===== config.mk =====
export PLATFORM = sky130hd
export DESIGN_NAME = mux_rr_arbiter
export DESIGN_NICKNAME = d
export VERILOG_FILES = /design/src/rtl/mux_arb_pkg.sv /design/src/rtl/mux_rr_pick.sv /design/src/rtl/mux_rr_arbiter.sv
export SDC_FILE = /design/constraint.sdc
export NUM_CORES = 1
export LEC_CHECK = 0
export CORE_MARGIN = 4
export CORE_UTILIZATION = 35
export CTS_CLUSTER_DIAMETER = 100
export CTS_CLUSTER_SIZE = 24
export DETAILED_ROUTE_END_ITERATION = 7
export DONT_BUFFER_PORTS = 1
export PLACE_DENSITY = 0.55
export SLEW_MARGIN = 25
export SYNTH_ARGS = -nofsm -noshare
export SYNTH_HDL_FRONTEND = slang
export SYNTH_SLANG_ARGS = --single-unit

===== constraint.sdc =====
create_clock -name clk -period 4.8 [get_ports clk]
set_input_delay 0.96 -clock clk [delete_from_list [all_inputs] [get_ports clk]]
set_output_delay 0.96 -clock clk [all_outputs]
set_load 0.005 [all_outputs]

===== src/rtl/mux_arb_pkg.sv =====
// Shared sizes and FSM state type for the round-robin mux arbiter.
package mux_arb_pkg;

    localparam int NUM_REQ = 8;
    localparam int SEL_W   = 3;
    localparam int DATA_W  = 8;

    typedef enum logic {
        IDLE = 1'b0,
        FULL = 1'b1
    } state_e;

endpackage


===== src/rtl/mux_rr_pick.sv =====
// Rotating priority finder: returns the first set request at or after ptr,
// wrapping from the top index back to 0.
module mux_rr_pick
    import mux_arb_pkg::*;
(
    input  logic [NUM_REQ-1:0] req,
    input  logic [SEL_W-1:0]   ptr,
    output logic               found,
    output logic [SEL_W-1:0]   idx
);

    logic [SEL_W-1:0] pos;

    // Scan offsets from farthest to nearest so the nearest set bit after ptr wins.
    always_comb begin
        found = 1'b0;
        idx   = '0;
        pos   = '0;
        for (int k = NUM_REQ - 1; k >= 0; k--) begin
            pos = ptr + SEL_W'(k);
            if (req[pos]) begin
                found = 1'b1;
                idx   = pos;
            end
        end
    end

endmodule


===== src/rtl/mux_rr_arbiter.sv =====
// Round-robin 8:1 arbiter with a single registered output slot.
// Optional macro MUX_ARB_BURST_EN lets one requester keep the grant for up to
// BURST_MAX consecutive transfers while it keeps requesting.
module mux_rr_arbiter
    import mux_arb_pkg::*;
#(
    parameter int BURST_MAX = 4
) (
    input  logic               clk,
    input  logic               rst,
    input  logic [NUM_REQ-1:0] req,
    input  logic [DATA_W-1:0]  data [0:NUM_REQ-1],
    output logic [NUM_REQ-1:0] ack,
    output logic               out_valid,
    input  logic               out_ready,
    output logic [DATA_W-1:0]  out_data,
    output logic [SEL_W-1:0]   out_sel
);

    if (BURST_MAX < 1 || BURST_MAX > 15) begin : g_bad_burst
        $error("BURST_MAX must be in 1..15");
    end

    state_e           state_q;
    logic [SEL_W-1:0] ptr_q;
    logic [SEL_W-1:0] ptr_d;
    logic [DATA_W-1:0] out_data_q;
    logic [SEL_W-1:0] out_sel_q;

    logic             free;
    logic             found;
    logic             grant;
    logic [SEL_W-1:0] pick_idx;
    logic [SEL_W-1:0] winner;

    mux_rr_pick u_pick (
        .req   (req),
        .ptr   (ptr_q),
        .found (found),
        .idx   (pick_idx)
    );

    // The slot can take a new transfer when empty or being drained this cycle.
    assign free  = (state_q == IDLE) || out_ready;
    assign grant = free && found && !rst;

`ifdef MUX_ARB_BURST_EN
    logic [3:0]       cnt_q;
    logic [SEL_W-1:0] last_q;
    logic             burst_hit;

    // Previous winner keeps the grant while it still requests and its run is short.
    assign burst_hit = (cnt_q != 4'd0) && (cnt_q < 4'(BURST_MAX)) && req[last_q];
    assign winner    = burst_hit ? last_q : pick_idx;

    // Track the current winner and the length of its consecutive-grant run.
    always_ff @(posedge clk) begin
        if (rst) begin
            cnt_q  <= 4'd0;
            last_q <= '0;
        end else if (grant) begin
            cnt_q  <= burst_hit ? cnt_q + 4'd1 : 4'd1;
            last_q <= winner;
        end
    end
`else
    assign winner = pick_idx;
`endif

    // Next search starts just past the winner, wrapping naturally in SEL_W bits.
    assign ptr_d = winner + SEL_W'(1);

    // One-hot acknowledge for the requester captured this cycle.
    always_comb begin
        ack = '0;
        if (grant) begin
            ack[winner] = 1'b1;
        end
    end

    // Output slot FSM: IDLE is empty, FULL holds a transfer for the consumer.
    always_ff @(posedge clk) begin
        if (rst) begin
            state_q    <= IDLE;
            ptr_q      <= '0;
            out_data_q <= '0;
            out_sel_q  <= '0;
        end else begin
            case (state_q)
                IDLE: begin
                    if (grant) begin
                        state_q    <= FULL;
                        ptr_q      <= ptr_d;
                        out_data_q <= data[winner];
                        out_sel_q  <= winner;
                    end
                end
                FULL: begin
                    if (grant) begin
                        ptr_q      <= ptr_d;
                        out_data_q <= data[winner];
                        out_sel_q  <= winner;
                    end else if (out_ready) begin
                        state_q <= IDLE;
                    end
                end
                default: state_q <= IDLE;
            endcase
        end
    end

    assign out_valid = (state_q == FULL);
    assign out_data  = out_data_q;
    assign out_sel   = out_sel_q;

endmodule


# Word level (Yosys, flattened, before mapping)
# Cells that the tools add are included.
dict set report classes {
  muxes 45
  bitwise_logic 2
  n_lt_le_gt_ge 11
  addsub 8
  reduce_logical 5
}
# cell n
set ops {}
lappend ops {{3-bit by 4-bit < comparator with 1-bit output, second input constant} 9}
lappend ops {{8-bit two-way mux} 4}
lappend ops {{3-bit two-way mux} 10}
lappend ops {{1-bit binary-select mux with 3-bit select} 8}
lappend ops {{8-bit binary-select mux with 3-bit select} 1}
lappend ops {{1-bit two-way mux} 20}
lappend ops {{3-bit adder, second input constant} 4}
lappend ops {{3-bit by 1-bit adder with 3-bit output, second input constant} 2}
lappend ops {{3-bit by 2-bit adder with 3-bit output, second input constant} 2}
lappend ops {{4-bit greater-or-equal comparator, second input constant} 1}
lappend ops {{3-bit NOT with 4-bit output} 1}
lappend ops {{1-bit demux with 3-bit select} 1}
lappend ops {{3-bit by 1-bit greater-or-equal comparator with 1-bit output, second input constant} 1}
lappend ops {{1-bit logical AND} 3}
lappend ops {{1-bit one-hot mux with 2 select lines} 1}
lappend ops {{1-bit zero test} 1}
lappend ops {{1-bit logical OR} 1}
lappend ops {{1-bit NOT} 1}
dict set report word_totals {
  output_inout_bits 20
  register_bits 15
  input_bits 75
}

# Logic depth before layout (Yosys ltp)
dict set report depth {
  word_depth 16
  ltp_mapped 15
}

# Modules after synthesis
# A second synthesis with hierarchy kept.
dict set report unflattened {
  hier_cells 194
  hier_area_um2 1916.8
}
# mod instances cells_per_inst area_per_inst_um2
set by_module_without_submodules {}
lappend by_module_without_submodules {mux_rr_arbiter 1 104 1134.8}
lappend by_module_without_submodules {mux_rr_pick 1 90 782.0}

# Least setup slack after synthesis
# Ideal clock, no wire load.
dict set report synth_timing {
  path_kind {register to output}
  startpoint {register ptr_q[0]}
  endpoint {output ack[0]}
  n_path_buf 5
  required_time_ps 3840
  setup_slack_ps 505
  t_arrival_ps 3335
  path_stages_with_launch 14
  path_cell_list {dfxtp_1 -> buf_6 -> buf_6 -> clkinv_1 -> ha_1 -> clkbuf_1 -> mux4_2 -> mux2_2 -> or3b_1 -> o21bai_1 -> a41o_1 -> buf_6 -> buf_2 -> nor3_1}
}
dict set report synth_via {
  elab_chain_cells 16
  elab_cells_between_ends 47
  classes_between {add/sub (7); order compare (2); mux (35); reduce/logical (3)}
}
# element line
set synth_rtl {}
lappend synth_rtl {{start, declared} mux_rr_arbiter.sv:25} ;# logic [SEL_W-1:0] ptr_q;
lappend synth_rtl {{start signal, assigned} mux_rr_arbiter.sv:93} ;# ptr_q <= ptr_d;
lappend synth_rtl {{start signal, assigned} mux_rr_arbiter.sv:100} ;# ptr_q <= ptr_d;
lappend synth_rtl {{3-bit adder} mux_rr_pick.sv:20} ;# pos = ptr + SEL_W'(k);
lappend synth_rtl {{1-bit binary-select mux with 3-bit select} mux_rr_pick.sv:21} ;# if (req[pos]) begin
lappend synth_rtl {{1-bit two-way mux (not written as such)} mux_rr_pick.sv:21}
lappend synth_rtl {{3-bit two-way mux (8 in a row)} mux_rr_pick.sv:21}
lappend synth_rtl {{3-bit by 4-bit < comparator with 1-bit output (not written as such) / 3-bit by 1-bit greater-or-equal comparator with 1-bit output (equally long branches)} mux_rr_arbiter.sv:77} ;# ack[winner] = 1'b1;
lappend synth_rtl {{1-bit logical AND (not written as such)} mux_rr_arbiter.sv:77}
lappend synth_rtl {{1-bit two-way mux (not written as such)} mux_rr_arbiter.sv:77}
lappend synth_rtl {{1-bit demux with 3-bit select} mux_rr_arbiter.sv:77}
lappend synth_rtl {{8-bit two-way mux (*)} mux_rr_arbiter.sv:76} ;# if (grant) begin
lappend synth_rtl {{end, declared} mux_rr_arbiter.sv:13} ;# output logic [NUM_REQ-1:0] ack,
# Every way passes the cells marked *; elsewhere a longest branch is shown, timed or not. The select of a mux whose other input is x is not followed.

# Worst setup path after layout
dict set report layout_timing {
  startpoint {register ptr_q[2]}
  endpoint {output ack[0]}
}
# Same word-level chain as after synthesis.

==> results.md <==
* Crit path max fanout at 19
* CTS root buf: clkbuf_8
* Synth Area in Simple Gates at 17.9%
* Largest cells by area after synthesis: mux2i_1 (16%), dfxtp_1 (14%), mux4_2 (10%), nand2_1 (7.8%), o211ai_1 (3.8%)
* DR iter-0 viols at 87
* Worst EP arrival at between 3 and 4 ns
* Pwr dens at 880 nW/um^2
* Syn nets at around 340
* Max Fclk at 0.230 GHz
* Startpoint types: flop
* Post-CTS Setup Bufs at 0
* CTS buffer count at 3
* Chip Width at 86.6 um
* CP endpoint kind: output port
* Number of synthesized flops with an enable pin at 0
* Worst path slowest cell: dfxtp_1
* Count of final setup violators at 0
* Clk slew on worst S/H paths at 0.06 ns
* Most common flop cell mapped by yosys: dfxtp_1
* Die area at 7500 sq um
* RSZ-0062 raised after global routing: no
* Dominant cell type by area after synthesis: mux2i_1
* Largest family of logic cells by synthesized area: multiplexers
* Multiplexer share of the synthesized area at 31.3%
* Yosys Warn Count at 0
* Pleak at 0.862 nW
* Flop2flop setup slack at 1.18 ns
* Mapped Cells at 260
* Status: finished clean
* Synth async-reset ratio at 0%
* Syn_area_per_cell at 8.32 sq um
* H-tree levels at 1
* Antenna diodes at 0
* Post-Route Skew at between 0.002 and 0.0025 ns
* Max cap viols at 0
* Antenna-violating nets left at 0
* Commonest non-fill, non-tap cell in the layout: nand2_1
* Initial antenna violation count at 0
* Syn Std Cell Area at about 2200 sq um
* Commonest non-fill, non-tap cells in the layout: nand2_1 (45), mux2i_1 (35), dfxtp_1 (15)
* Critical Path RT at 3.84 ns
* Drt drc at 0
* Post-synthesis sequential area ratio at approximately 14%
* Cell count of the worst hold path at 2
* Clk sinks at 15
* HP Start: out_sel[2]
* Worst slew pin tran at roughly 0.84 ns
* CP max stage delay at ~0.87 ns
* Reg-to-reg endpoint: out_data[5]
* Hold Buf Count CTS at 0
* Starting Density at 36.3%
* Fillers at 658
* Area growth, synth to finish at 4.92%
* Routed WL per cell at 18.5 um
* Top cell type's share of synthesized area at 16.2%
* Adder-Cell Fraction of Synth Area at 1.16%
* Gr usage total at 15.6%
* NumNets Final at roughly 330
* Clock Path Buffers at 2
* Yosys reg bits at 15
* TritonCTS clock tree: yes
* PnR Total Power at 2.00 mW
* Layout cells sized above 1 at 16.4%
* Dpl hpwl at 4870 um
* DR vias/cell at about 6.1
* Final hold viol count at 0
* Post-synthesis compound-gate area fraction at ~27%
* Post-CTS Resized at 0
* Slew Limit Headroom at 43.9%
* Via count of the routed design at 2031
* Post-route cell area at 2270 sq um
* Number of placement rows at 28
* Post-layout util at a little under two fifths
* Xor and xnor area share after synthesis at 1.62%
* Min Tclk post-route at 4.35 ns
* Hold crit path type: reg -> reg
* Drt total wl at 6120 um
* IO buf count at 0
* Setup TNS at 0 ns
* Hold Crit Endpoint: out_sel[2]
* R2R Path Start: ptr_q[2]
* Drt first pass iters at 4
* IO Pins at 95
* Largest net degree at the start of global routing at 33
* Critical path type: reg -> out
* Synth cell types at 54
* Die Y at 86.6 um
* Worst R2R Path Depth at 10
* First-pass GRT wire length at roughly 9600 um
* Final period util at 90.5%
* CP Cell Sequence: xor2_1 -> mux2i_4 -> o211ai_1 -> a21boi_4 -> mux2i_4 -> buf_4 -> inv_2 -> nor3_1 -> buf_4
* Overflow left after global routing at 0
* Maximum VDD drop at around 0.32 mV
* Final GP Congestion at 0.888
* Clk_lat worst skew at 0.25 ns
* Placed instance area at 2220 sq um
* Vias in the first global route at 1960
* Slew Limit Fails at 0
* Core area at 5960 sq um
worst max path at each step:
stage                         to  slack (ns)  startpoint
after floorplan           ack[0]        0.50    ptr_q[0]
after global placement    ack[0]        0.62      req[1]
after detailed placement  ack[0]        0.56      req[1]
after CTS                 ack[0]        0.42    ptr_q[0]
after global routing      ack[0]        0.19    ptr_q[2]
final                     ack[0]        0.45    ptr_q[2]
sequential cells by signal, summed over array words and instances (netlist names):
signal and flops:
out_data 8, out_sel 3, out_valid 1, ptr_q 3
cells in the mapped netlist (3+ instances only):
library cell and n:
nor3_1 3, mux4_2 10, nand3b_1 3, buf_6 4
a31o_1 8, a31oi_1 3, nand2_1 45, nor2_1 14
mux2i_1 35, o211ai_1 11, o221ai_1 8, a22o_1 8
dfxtp_1 15, clkbuf_1 5, o21ai_0 4, xnor2_1 3
inv_1 5, mux2_2 5, nand2b_1 5, buf_2 9
a21oi_1 14
power by group:
part           switching [mW]  internal, mW
clock network          0.0452        0.0574
registers              0.0487         0.177
logic                   0.909         0.760
total                    1.00         0.994
layout make-up:
type                    count  area [sq um]  share of cell area, %
clock buffers               3          41.3                   1.82
multi-input cells         217          1710                   75.3
well taps                  75          93.8                   4.13
inverters                   8          30.0                   1.32
flip-flops and latches     15           300                   13.2
repair buffers             12          90.1                   3.97
clock inverters             1          5.00                  0.221
worst max-delay path, delay by kind of cell, from the launching register on:
| family | cells | cell delay (ns) |
|---|---|---|
| AO/OA/AOI/OAI | 2 | 0.63 |
| buffers and inverters | 3 | 0.42 |
| flip-flops | 1 | 0.87 |
| AND/OR/NAND/NOR | 1 | 0.18 |
| XOR/XNOR | 1 | 0.36 |
| multiplexers | 2 | 0.67 |
metrics by stage:
| stage | hold slack, ns | setup WS, ns | instances |
|---|---|---|---|
| floorplan | 0.439 | 0.505 | 260 |
| global placement | 0.469 | 0.618 | 327 |
| detailed placement | 0.477 | 0.561 | 327 |
| CTS | 0.488 | 0.422 | 331 |
| global route | 0.544 | 0.192 | 331 |
| finish | 0.483 | 0.454 | 331 |
per-layer routing:
metal | global-route usage, % | wire length (um)
met2 | 25.1 | 3010
met5 | 0 | 0
met1 | 21.2 | 2540
met3 | 3.23 | 462
met4 | 4.25 | 99
cell families after synthesis:
group	count (synthesis)
flip-flops	15
XOR/XNOR	4
AND/OR/NAND/NOR	84
buffers and inverters	28
multiplexers	52
AO/OA/AOI/OAI	75
adder cells (fa/ha/maj)	2
Note: power is estimated with default switching activity, not from simulation.
